### src/rtl/ripemd160_pkg.sv
// Shared widths and scheduler state encoding for the RIPEMD160 block sequencer.
package ripemd160_pkg;

    localparam int BLOCK_W  = 512;
    localparam int DIGEST_W = 160;

    typedef enum logic [2:0] {
        IDLE,
        ISSUE,
        WAIT_BUSY,
        WAIT_DONE,
        OUT
    } sched_state_e;

endpackage

### src/rtl/ripemd160_digest_outreg.sv
// Final-digest holding register with a valid/ready handshake toward the consumer.
module ripemd160_digest_outreg
    import ripemd160_pkg::*;
(
    input  logic                clk,
    input  logic                reset,
    input  logic                i_load,
    input  logic [DIGEST_W-1:0] i_digest,
    input  logic                i_ready,
    output logic                o_valid,
    output logic [DIGEST_W-1:0] o_digest
);

    logic                r_valid;
    logic [DIGEST_W-1:0] r_digest;

    // The digest value is kept after the handshake; only valid drops.
    always_ff @(posedge clk or posedge reset) begin
        if (reset) begin
            r_valid  <= 1'b0;
            r_digest <= '0;
        end else if (i_load) begin
            r_valid  <= 1'b1;
            r_digest <= i_digest;
        end else if (r_valid && i_ready) begin
            r_valid  <= 1'b0;
        end
    end

    assign o_valid  = r_valid;
    assign o_digest = r_digest;

endmodule

### src/rtl/ripemd160_block_sched.sv
// Turns a stream of pre-padded 512-bit blocks into RIPEMD160 core init/next commands.
// Optional compression watchdog enabled by defining RIPEMD160_SCHED_WDOG_EN.
//
//   state     | meaning
//   IDLE      | waiting for an input block (s_ready when no digest pending)
//   ISSUE     | block latched, waiting for core_ready to pulse init/next
//   WAIT_BUSY | command sent, waiting for the core to drop core_ready
//   WAIT_DONE | waiting for core_ready & core_digest_valid
//   OUT       | final digest held until m_ready
module ripemd160_block_sched
    import ripemd160_pkg::*;
#(
    parameter int CNT_W          = 16,
    parameter int TIMEOUT_CYCLES = 255
) (
    input  logic                clk,
    input  logic                reset,
    input  logic                s_valid,
    output logic                s_ready,
    input  logic [BLOCK_W-1:0]  s_block,
    input  logic                s_last,
    output logic                core_init,
    output logic                core_next,
    output logic [BLOCK_W-1:0]  core_block,
    input  logic                core_ready,
    input  logic [DIGEST_W-1:0] core_digest,
    input  logic                core_digest_valid,
    output logic                m_valid,
    input  logic                m_ready,
    output logic [DIGEST_W-1:0] m_digest,
    output logic [CNT_W-1:0]    blk_cnt,
    output logic                busy,
    output logic                err
);

    if (TIMEOUT_CYCLES < 1) begin : g_bad_timeout
        $error("TIMEOUT_CYCLES must be at least 1");
    end

    sched_state_e       r_state;
    sched_state_e       w_state_nxt;
    logic               r_first;
    logic               r_last_q;
    logic               r_s_ready;
    logic [BLOCK_W-1:0] r_core_block;
    logic [CNT_W-1:0]   r_blk_cnt;

    logic w_accept;
    logic w_issue;
    logic w_done;
    logic w_load;
    logic w_out_hs;
    logic w_timeout;
    logic w_m_valid;

    assign w_accept = s_valid & r_s_ready;
    assign w_issue  = (r_state == ISSUE) & core_ready;
    assign w_done   = (r_state == WAIT_DONE) & core_ready & core_digest_valid;
    assign w_load   = w_done & r_last_q;
    assign w_out_hs = (r_state == OUT) & w_m_valid & m_ready;

    always_comb begin
        w_state_nxt = r_state;
        unique case (r_state)
            IDLE:      if (w_accept) w_state_nxt = ISSUE;
            ISSUE:     if (core_ready) w_state_nxt = WAIT_BUSY;
            WAIT_BUSY: begin
                if (w_timeout)       w_state_nxt = IDLE;
                else if (!core_ready) w_state_nxt = WAIT_DONE;
            end
            WAIT_DONE: begin
                if (w_done)          w_state_nxt = r_last_q ? OUT : IDLE;
                else if (w_timeout)  w_state_nxt = IDLE;
            end
            OUT:       if (w_out_hs) w_state_nxt = IDLE;
            default:   w_state_nxt = IDLE;
        endcase
    end

    // s_ready is registered from the next state so it is low in reset and
    // drops in the same edge that accepts a block.
    always_ff @(posedge clk or posedge reset) begin
        if (reset) begin
            r_state      <= IDLE;
            r_first      <= 1'b1;
            r_last_q     <= 1'b0;
            r_s_ready    <= 1'b0;
            r_core_block <= '0;
            r_blk_cnt    <= '0;
        end else begin
            r_state   <= w_state_nxt;
            r_s_ready <= (w_state_nxt == IDLE);
            if (w_accept) begin
                r_core_block <= s_block;
                r_last_q     <= s_last;
            end
            if (w_issue) begin
                r_first <= 1'b0;
                if (r_blk_cnt != '1) r_blk_cnt <= r_blk_cnt + 1'b1;
            end
            if (w_load || w_timeout) r_first <= 1'b1;
            if (w_out_hs || w_timeout) r_blk_cnt <= '0;
        end
    end

`ifdef RIPEMD160_SCHED_WDOG_EN
    localparam int WD_W = $clog2(TIMEOUT_CYCLES + 1);

    logic [WD_W-1:0] r_wd_cnt;
    logic            r_err;
    logic            w_waiting;

    assign w_waiting = (r_state == WAIT_BUSY) || (r_state == WAIT_DONE);
    assign w_timeout = w_waiting && (r_wd_cnt == '0) && !w_done;

    // Loaded at the command pulse; terminal count after TIMEOUT_CYCLES wait cycles.
    always_ff @(posedge clk or posedge reset) begin
        if (reset) begin
            r_wd_cnt <= '0;
            r_err    <= 1'b0;
        end else begin
            if (w_issue)
                r_wd_cnt <= WD_W'(TIMEOUT_CYCLES - 1);
            else if (w_waiting && r_wd_cnt != '0)
                r_wd_cnt <= r_wd_cnt - 1'b1;
            if (w_timeout) r_err <= 1'b1;
        end
    end

    assign err = r_err;
`else
    assign w_timeout = 1'b0;
    assign err       = 1'b0;
`endif

    ripemd160_digest_outreg u_outreg (
        .clk      (clk),
        .reset    (reset),
        .i_load   (w_load),
        .i_digest (core_digest),
        .i_ready  (m_ready),
        .o_valid  (w_m_valid),
        .o_digest (m_digest)
    );

    assign s_ready    = r_s_ready;
    assign core_init  = w_issue & r_first;
    assign core_next  = w_issue & ~r_first;
    assign core_block = r_core_block;
    assign m_valid    = w_m_valid;
    assign blk_cnt    = r_blk_cnt;
    assign busy       = (r_state != IDLE);

endmodule

### config.mk
export PLATFORM = sky130hd
export DESIGN_NAME = ripemd160_block_sched
export DESIGN_NICKNAME = d
export VERILOG_FILES = /design/src/rtl/ripemd160_pkg.sv /design/src/rtl/ripemd160_digest_outreg.sv /design/src/rtl/ripemd160_block_sched.sv
export SDC_FILE = /design/constraint.sdc
export NUM_CORES = 1
export LEC_CHECK = 0
export CAP_MARGIN = 20
export CORE_AREA = 2 2 537 539
export DETAILED_ROUTE_END_ITERATION = 10
export DIE_AREA = 0 0 539 541
export GPL_TIMING_DRIVEN = 1
export PLACE_DENSITY = 0.3
export SETUP_SLACK_MARGIN = 0.4
export SYNTH_ARGS = -nofsm -noshare
export SYNTH_HDL_FRONTEND = slang
export SYNTH_SLANG_ARGS = --single-unit
### constraint.sdc
create_clock -name clk -period 26.7 [get_ports clk]
set_input_delay 5.34 -clock clk [delete_from_list [all_inputs] [get_ports clk]]
set_output_delay 5.34 -clock clk [all_outputs]
set_load 0.005 [all_outputs]
==> key figures, run 1 <==
GRT
  • Vias in the first global route: 21300
  • Largest net degree at the start of global routing: 128
  • Global-route wire length before repair: 210000 um
  • Total congestion overflow: 0
  • Antenna violations before repair: 60
  • Gr usage total: 10.6%

Power
  • VDD IR max: 0.0456 mV
  • Pwr dens: 117 nW/um2
  • Leakage dissipation: 0.0182 uW

Cells and area
  • Share of post-route cells with drive strength above 1: 28.0%
  • Filler cells: 31500
  • Post-Layout Cell Count: 6842
  • Design Area, Final: 47500 um2
  • Final #Nets: 3655
  • Area Growth Syn to Fin: 82.8%

Critical path
  • Kind of critical path: input port to output pin
  • CP dominant cell by count: clkdlybuf4s50_1
  • Critical path arrival: 7540 ps
  • Bufs and invs on worst path: 2
  • CP max stage delay: 750 ps
  • Slowest CP cell: clkdlybuf4s50_1
  • Cell family with most CP delay: buffers and inverters
  • Crit-path max FO: 11
  • Worst path cell trace: clkdlybuf4s50_1 -> nand4bb_4 -> nor2_1 -> clkdlybuf4s50_1
  • Startpoint types: input port
  • Critical Path Sink Type: output pin
  • Worst endpoint required time: 21360 ps

CTS
  • Clock latency on the worst-skew pair: 780 ps
  • Number of gates resized after cts: 0
  • Hold Buf Count CTS: 0
  • TritonCTS clock tree: built
  • Total clock sinks: 695
  • Max H-tree Level: 3
  • Worst-path clk slew: 50 ps
  • Root Driver: clkbuf_16
  • Buffer depth of the longest clock path: 4
  • Setup bufs post-CTS: 0
  • Num CTS Buffers: 103

Floorplanning
  • IO Pins: 1373
  • Die H: 541 um
  • # rows: 197
  • Die area: 292000 um2
  • Starting density of the core: 9.08%
  • Chip Width: 539 um
  • Core ar.: 286000 um2

Synth
  • Yosys warning count: 0
  • Post-synthesis xor/xnor area fraction: 0.337%
  • Most used DFF post-synth: dfrtp_1
  • Synth top area cells: dfrtp_1 (67%), mux2_2 (29%), buf_2 (1.1%)
  • Syn nets: 2235
  • Avg Cell Area, Syn: 16.7 um2
  • Commonest cells in the netlist: dfrtp_1 (694), mux2_2 (673), buf_2 (57)
  • Compound-Gate Fraction of Synth Area: 0.375%
  • Post-Synth Adder-Cell Area: 0.0481%
  • Post-Syn Area: 26000 um2
  • Post-synthesis mux area share: 29.1%
  • Synth cell types: 37
  • Post-synth EDFFs: 0
  • Yosys reg bits: 695
  • Post-Syn Instances: 1555
  • Synth async-reset ratio: 100%
  • Largest area contributor in the netlist: dfrtp_1
  • Largest family of logic cells by synthesized area: multiplexers
  • Post-synthesis sequential area ratio: 66.9%
  • Post-synth top area share: 66.8%
  • Simple-gate share of the synthesized area: 1.47%
  • Most common cell in the netlist: dfrtp_1

Worst hold path
  • HP Class: flip-flop to flip-flop

Drt
  • Violation count after the first detailed-routing iteration: 715
  • DRT Pass-1 Iters: 4
  • Vias per std cell: 2.84
  • Overall via count from detail_route: 19400
  • ANT nets after route: 0
  • Residual DRC: 0
  • DRT Wirelength: 160000 um
  • WL per Instance: 23.3 um

Status
  • Status: completed

STA
  • Slew Limit Headroom: 29.8%
  • Final Cycle Share: 48.2%
  • Worst slew pin tran: 1050 ps
  • Fin. Hold Viols: 0
  • Worst Skew: 21.7 ps
  • RSZ-0062 raised after global routing: no
  • Setup TNS: 0 ps
  • Final Max Tran Viols: 0
  • Min Tclk post-route: 12880 ps
  • Fmax: 77.6 MHz
  • Setup violations, final: 0

Place
  • Total placed cells including tap cells: 6651
  • Placed wire-length estimate: 130000 um
  • Port bufs: 1371
  • DP Area: 44300 um2
  • Placer Congestion: 0.832

Run
  • Max Cap Violations: 0
==> layer usage <==
layer,track usage (%),share of wire [%]
met5,0,0.15
met4,2.39,1.9
met3,5.42,12
met2,17.8,48
met1,11.8,38
==> where the power goes <==
| part | total, uW | internal (uW) | switching, uW |
|---|---|---|---|
| clock | 1350 | 814 | 541 |
| sequential | 1910 | 1580 | 338 |
| combinational | 2310 | 1400 | 910 |
| total | 5580 | 3790 | 1790 |
==> flip-flops by register name (all words and copies together) (netlist names) <==
name and cells:
blk_cnt 16, core_block 512, r_first 1, r_last_q 1, r_state 3, s_ready 1, u_outreg.o_digest 160, u_outreg.o_valid 1
==> per-stage QoR <==
stage | hold slack, ps | power (uW) | worst slack (ps) | utilization (%)
after global routing | 512 | 5910 | 13500 | 16.6
after CTS | 507 | 5760 | 13420 | 16.6
after global placement | 488 | 4330 | 13410 | 15.4
after floorplan | 481 | 2530 | 1870 | -
final | 499 | 5580 | 13820 | 16.6
after detailed placement | 494 | 4320 | 13430 | 15.4
==> cells by family (layout without fill, tap and decap cells) <==
kind of cell    Yosys count  in the layout
compound gates           16             16
simple gates             70             70
other cells               1             18
buf+inv                  89           1578
flops                   695            695
mux                     673            673
xor+xnor                 10             10
fa+ha+maj                 1              1
==> final cells by class <==
type	count	area [um2]	area share [%]
timing repair buffer	1395	13900	29.3
inverter	9	41.3	0.0869
sequential	695	17400	36.6
multi-input combinational	771	8170	17.2
clock buffer	152	2940	6.19
antenna	17	42.5	0.0895
tap	3781	4730	9.95
clock inverter	22	302	0.634
==> final timing paths <==
check                                                        from                                 to  slack (ps)  depth (start not counted)
worst max-delay path                                   core_ready                          core_next       13820                          4
worst min register to register  u_outreg.o_digest[13]$_DFFE_PP0P_  u_outreg.o_digest[13]$_DFFE_PP0P_         500                          1
max in group asynchronous                                   reset        core_block[456]$_DFFE_PP0P_       17490                          7
min in group asynchronous                                   reset        core_block[404]$_DFFE_PP0P_        5090                          2
worst min-delay path            u_outreg.o_digest[13]$_DFFE_PP0P_  u_outreg.o_digest[13]$_DFFE_PP0P_         500                          1
worst max register to register                  s_ready$_DFF_PP0_        core_block[400]$_DFFE_PP0P_       21960                          6
==> placed cells by master, fill, tap and decap left out, drive strengths merged, types with 3 or more instances in the layout <==
cell / n
nand2: 9
nor2: 21
clkinvlp: 3
nand3: 13
nand4: 7
buf: 24
inv: 12
clkdlybuf4s50: 1371
dfrtp: 694
nor3: 4
bufinv: 6
diode: 17
clkbuf: 152
clkinv: 10
or2: 3
a21oi: 6
o21ai: 4
mux2: 673
nor4: 5
xnor2: 8
No activity file was read; power rests on OpenSTA's default activity.
==> run 2: changes to the inputs <==
- CORE_AREA: 2 2 537 539 -> 2 2 534 536
- DIE_AREA: 0 0 539 541 -> 0 0 536 538
- PLACE_DENSITY: 0.3 -> 0.31
- clock period: 26.7 -> 11.55 ns (I/O delays scaled with it)
==> run 2 against run 1 <==
  * Register-to-register slack worse by 13000 ps
  * Combinational power up 130%
  * Die area fell by 1.1%
  * Non-clock buffer count down 1
  * Cell area increased by 0.80%
  * Highest routed layer unchanged
==> key figures, run 2 (same netlist as run 1, synthesis figures left out) <==
Status
  • Status: completed

Power
  • Pwr dens: 274 nW/um2 (+130%)
  • P_int: 8900 uW (+140%)
  • Leakage dissipation: 0.0184 uW (+0.91%)
  • Sequential power share: 33.1% (-1.2 points)
  • VDD IR max: 0.117 mV (+160%)
  • Logic gate share of total power: 41.3% (about the same)
  • Net Sw Frac: 32.2% (+0.13 points)
  • Clock power frac: 25.6% (+1.3 points)
  • Switch Pwr: 4230 uW (+140%)

CTS
  • Setup bufs post-CTS: 0 (unchanged)
  • Worst-path clk slew: 50 ps (about the same)
  • Root Driver: clkbuf_16
  • Max H-tree Level: 3 (unchanged)
  • Number of gates resized after cts: 0 (unchanged)
  • Buffer depth of the longest clock path: 4 (unchanged)
  • Total clock sinks: 695 (unchanged)
  • TritonCTS clock tree: built
  • Hold Buf Count CTS: 0 (unchanged)
  • Num CTS Buffers: 104 (+0.97%)
  • Clock latency on the worst-skew pair: 830 ps (+50 ps)

Run
  • Max Cap Violations: 0 (unchanged)

Drt
  • Violation count after the first detailed-routing iteration: 623 (-13%)
  • DRT Pass-1 Iters: 4 (unchanged)
  • DRT Wirelength: 183000 um (+15%)
  • ANT nets after route: 0 (unchanged)
  • Overall via count from detail_route: 20000 (+3.0%)
  • Vias per std cell: 2.92 (+2.9%)
  • WL per Instance: 26.8 um (+15%)
  • Residual DRC: 0 (unchanged)

Critical path
  • Startpoint types: input port
  • Kind of critical path: input port to output pin
  • Critical Path Sink Type: output pin
  • Crit-path max FO: 11 (unchanged)
  • Worst endpoint required time: 9240 ps (-12120 ps)
  • Critical path arrival: 4160 ps (-3380 ps)

STA
  • Setup violations, final: 0 (unchanged)
  • Fin. Hold Viols: 0 (unchanged)
  • Slew Limit Headroom: 32.7% (+2.9 points)
  • Min Tclk post-route: 6470 ps
  • RSZ-0062 raised after global routing: no
  • Final Cycle Share: 56.0%
  • Worst slew pin tran: 1010 ps (-40.2 ps)
  • Fmax: 155 MHz
  • Worst Skew: 44.0 ps (+22.3 ps)
  • Setup TNS: 0 ps (unchanged)
  • Final Max Tran Viols: 0 (unchanged)

Floorplanning
  • Die area: 288000 um2 (-1.1%)
  • Starting density of the core: 9.18% (+0.10 points)
  • Die H: 538 um (-0.55%)
  • IO Pins: 1373 (unchanged)
  • Core ar.: 283000 um2 (-1.1%)
  • Chip Width: 536 um (-0.56%)
  • # rows: 196 (-0.51%)

Worst hold path
  • HP Class: flip-flop to flip-flop

Cells and area
  • Area Growth Syn to Fin: 84.2%
  • Commonest non-fill, non-tap cell in the layout: clkdlybuf4s50_1
  • Max reg flops: 512 (unchanged)
  • Filler cells: 31100 (-1.2%)
  • Most frequent cells in the layout: clkdlybuf4s50_1 (1371), dfrtp_1 (694), mux2_2 (673), clkbuf_16 (105), clkbuf_8 (31)
  • Post-Layout Cell Count: 6851 (+0.13%)
  • Share of post-route cells with drive strength above 1: 28.6% (+0.64 points)
  • Final #Nets: 3655 (unchanged)

GRT
  • Gr usage total: 12.2% (+1.6 points)
  • Vias in the first global route: 21000 (-1.3%)
  • Total congestion overflow: 0 (unchanged)
  • Global-route wire length before repair: 229000 um (+9.1%)
  • Antenna violations before repair: 179 (+200%)
  • Largest net degree at the start of global routing: 124 (-3.1%)

Place
  • Port bufs: 1371 (unchanged)
  • Placed wire-length estimate: 153000 um (+18%)
  • Total placed cells including tap cells: 6630 (-0.32%)
  • Placer Congestion: 0.779 (-6.4%)
run 2: changes by cell type in the layout (fill, tap and decap cells not counted), moves of 2 or more:
cell / previous run / this run
clkbuf_1: 31 / 20
buf_4: 23 / 16
clkinv_4: 0 / 2
clkbuf_8: 18 / 31
buf_12: 1 / 6
clkbuf_16: 103 / 105
clkinvlp_4: 3 / 6
diode_2: 17 / 33
clkinv_2: 10 / 13
run 2: worst max-delay path: stages:
cell,delay (ps)
clkdlybuf4s50_1,650
nand4bb_4,340
nor2_1,280
clkdlybuf4s50_1,550
run 2: area by class of cell:
class / count / area, um2 / area share, %
Inverter: 9 / 37.5 / 0.0783
Antenna cell: 33 / 82.6 / 0.172
Clock buffer: 156 / 3130 / 6.53
Clock inverter: 31 / 405 / 0.846
Sequential cell: 695 / 17400 / 36.3
Timing Repair Buffer: 1394 / 14000 / 29.2
Multi-Input combinational cell: 771 / 8170 / 17.1
Tap cell: 3762 / 4710 / 9.82
run 2: final timing paths:
kind,from,to,slack [ps],depth (start not counted)
max,core_ready,core_init,5080,4
min,core_block[402]$_DFFE_PP0P_,core_block[402]$_DFFE_PP0P_,500,1
min in group asynchronous,reset,core_block[176]$_DFFE_PP0P_,2040,3
min reg2reg,core_block[402]$_DFFE_PP0P_,core_block[402]$_DFFE_PP0P_,500,1
max in group asynchronous,reset,u_outreg.o_digest[157]$_DFFE_PP0P_,7450,5
max reg2reg,r_state[0]$_DFF_PP0_,u_outreg.o_digest[130]$_DFFE_PP0P_,8540,6
run 2: per-layer routing:
metal / vias to the layer above / global-route usage [%] / routed length, um
met1: 9879 / 12.2 / 62700
met3: 383 / 9.02 / 29700
met4: 104 / 3.27 / 5170
li1: 8434 / - / -
met2: 1207 / 20.0 / 85000
met5: - / 0 / 656
run 2: metrics by stage:
step	setup slack [ps]	utilization (%)	hold slack, ps	cell area (um2)	power (uW)
4_1_cts	4990	16.9	506	47800	13600
3_3_place_gp	4990	15.6	488	44300	10000
6_report	5080	16.9	500	47900	13100
3_5_place_dp	5010	15.6	494	44300	10000
2_1_floorplan	-271	-	481	26000	5850
5_1_grt	4970	16.9	514	47800	13900
run 2: power by group through the flow:
stage                     combinational [uW]  sequential [uW]  clock (uW)
after global routing                    5800             4520        3620
after CTS                               5650             4370        3540
after detailed placement                5630             4390           0
after floorplan                         1480             4370           0
final                                   5420             4350        3360
after global placement                  5660             4370           0
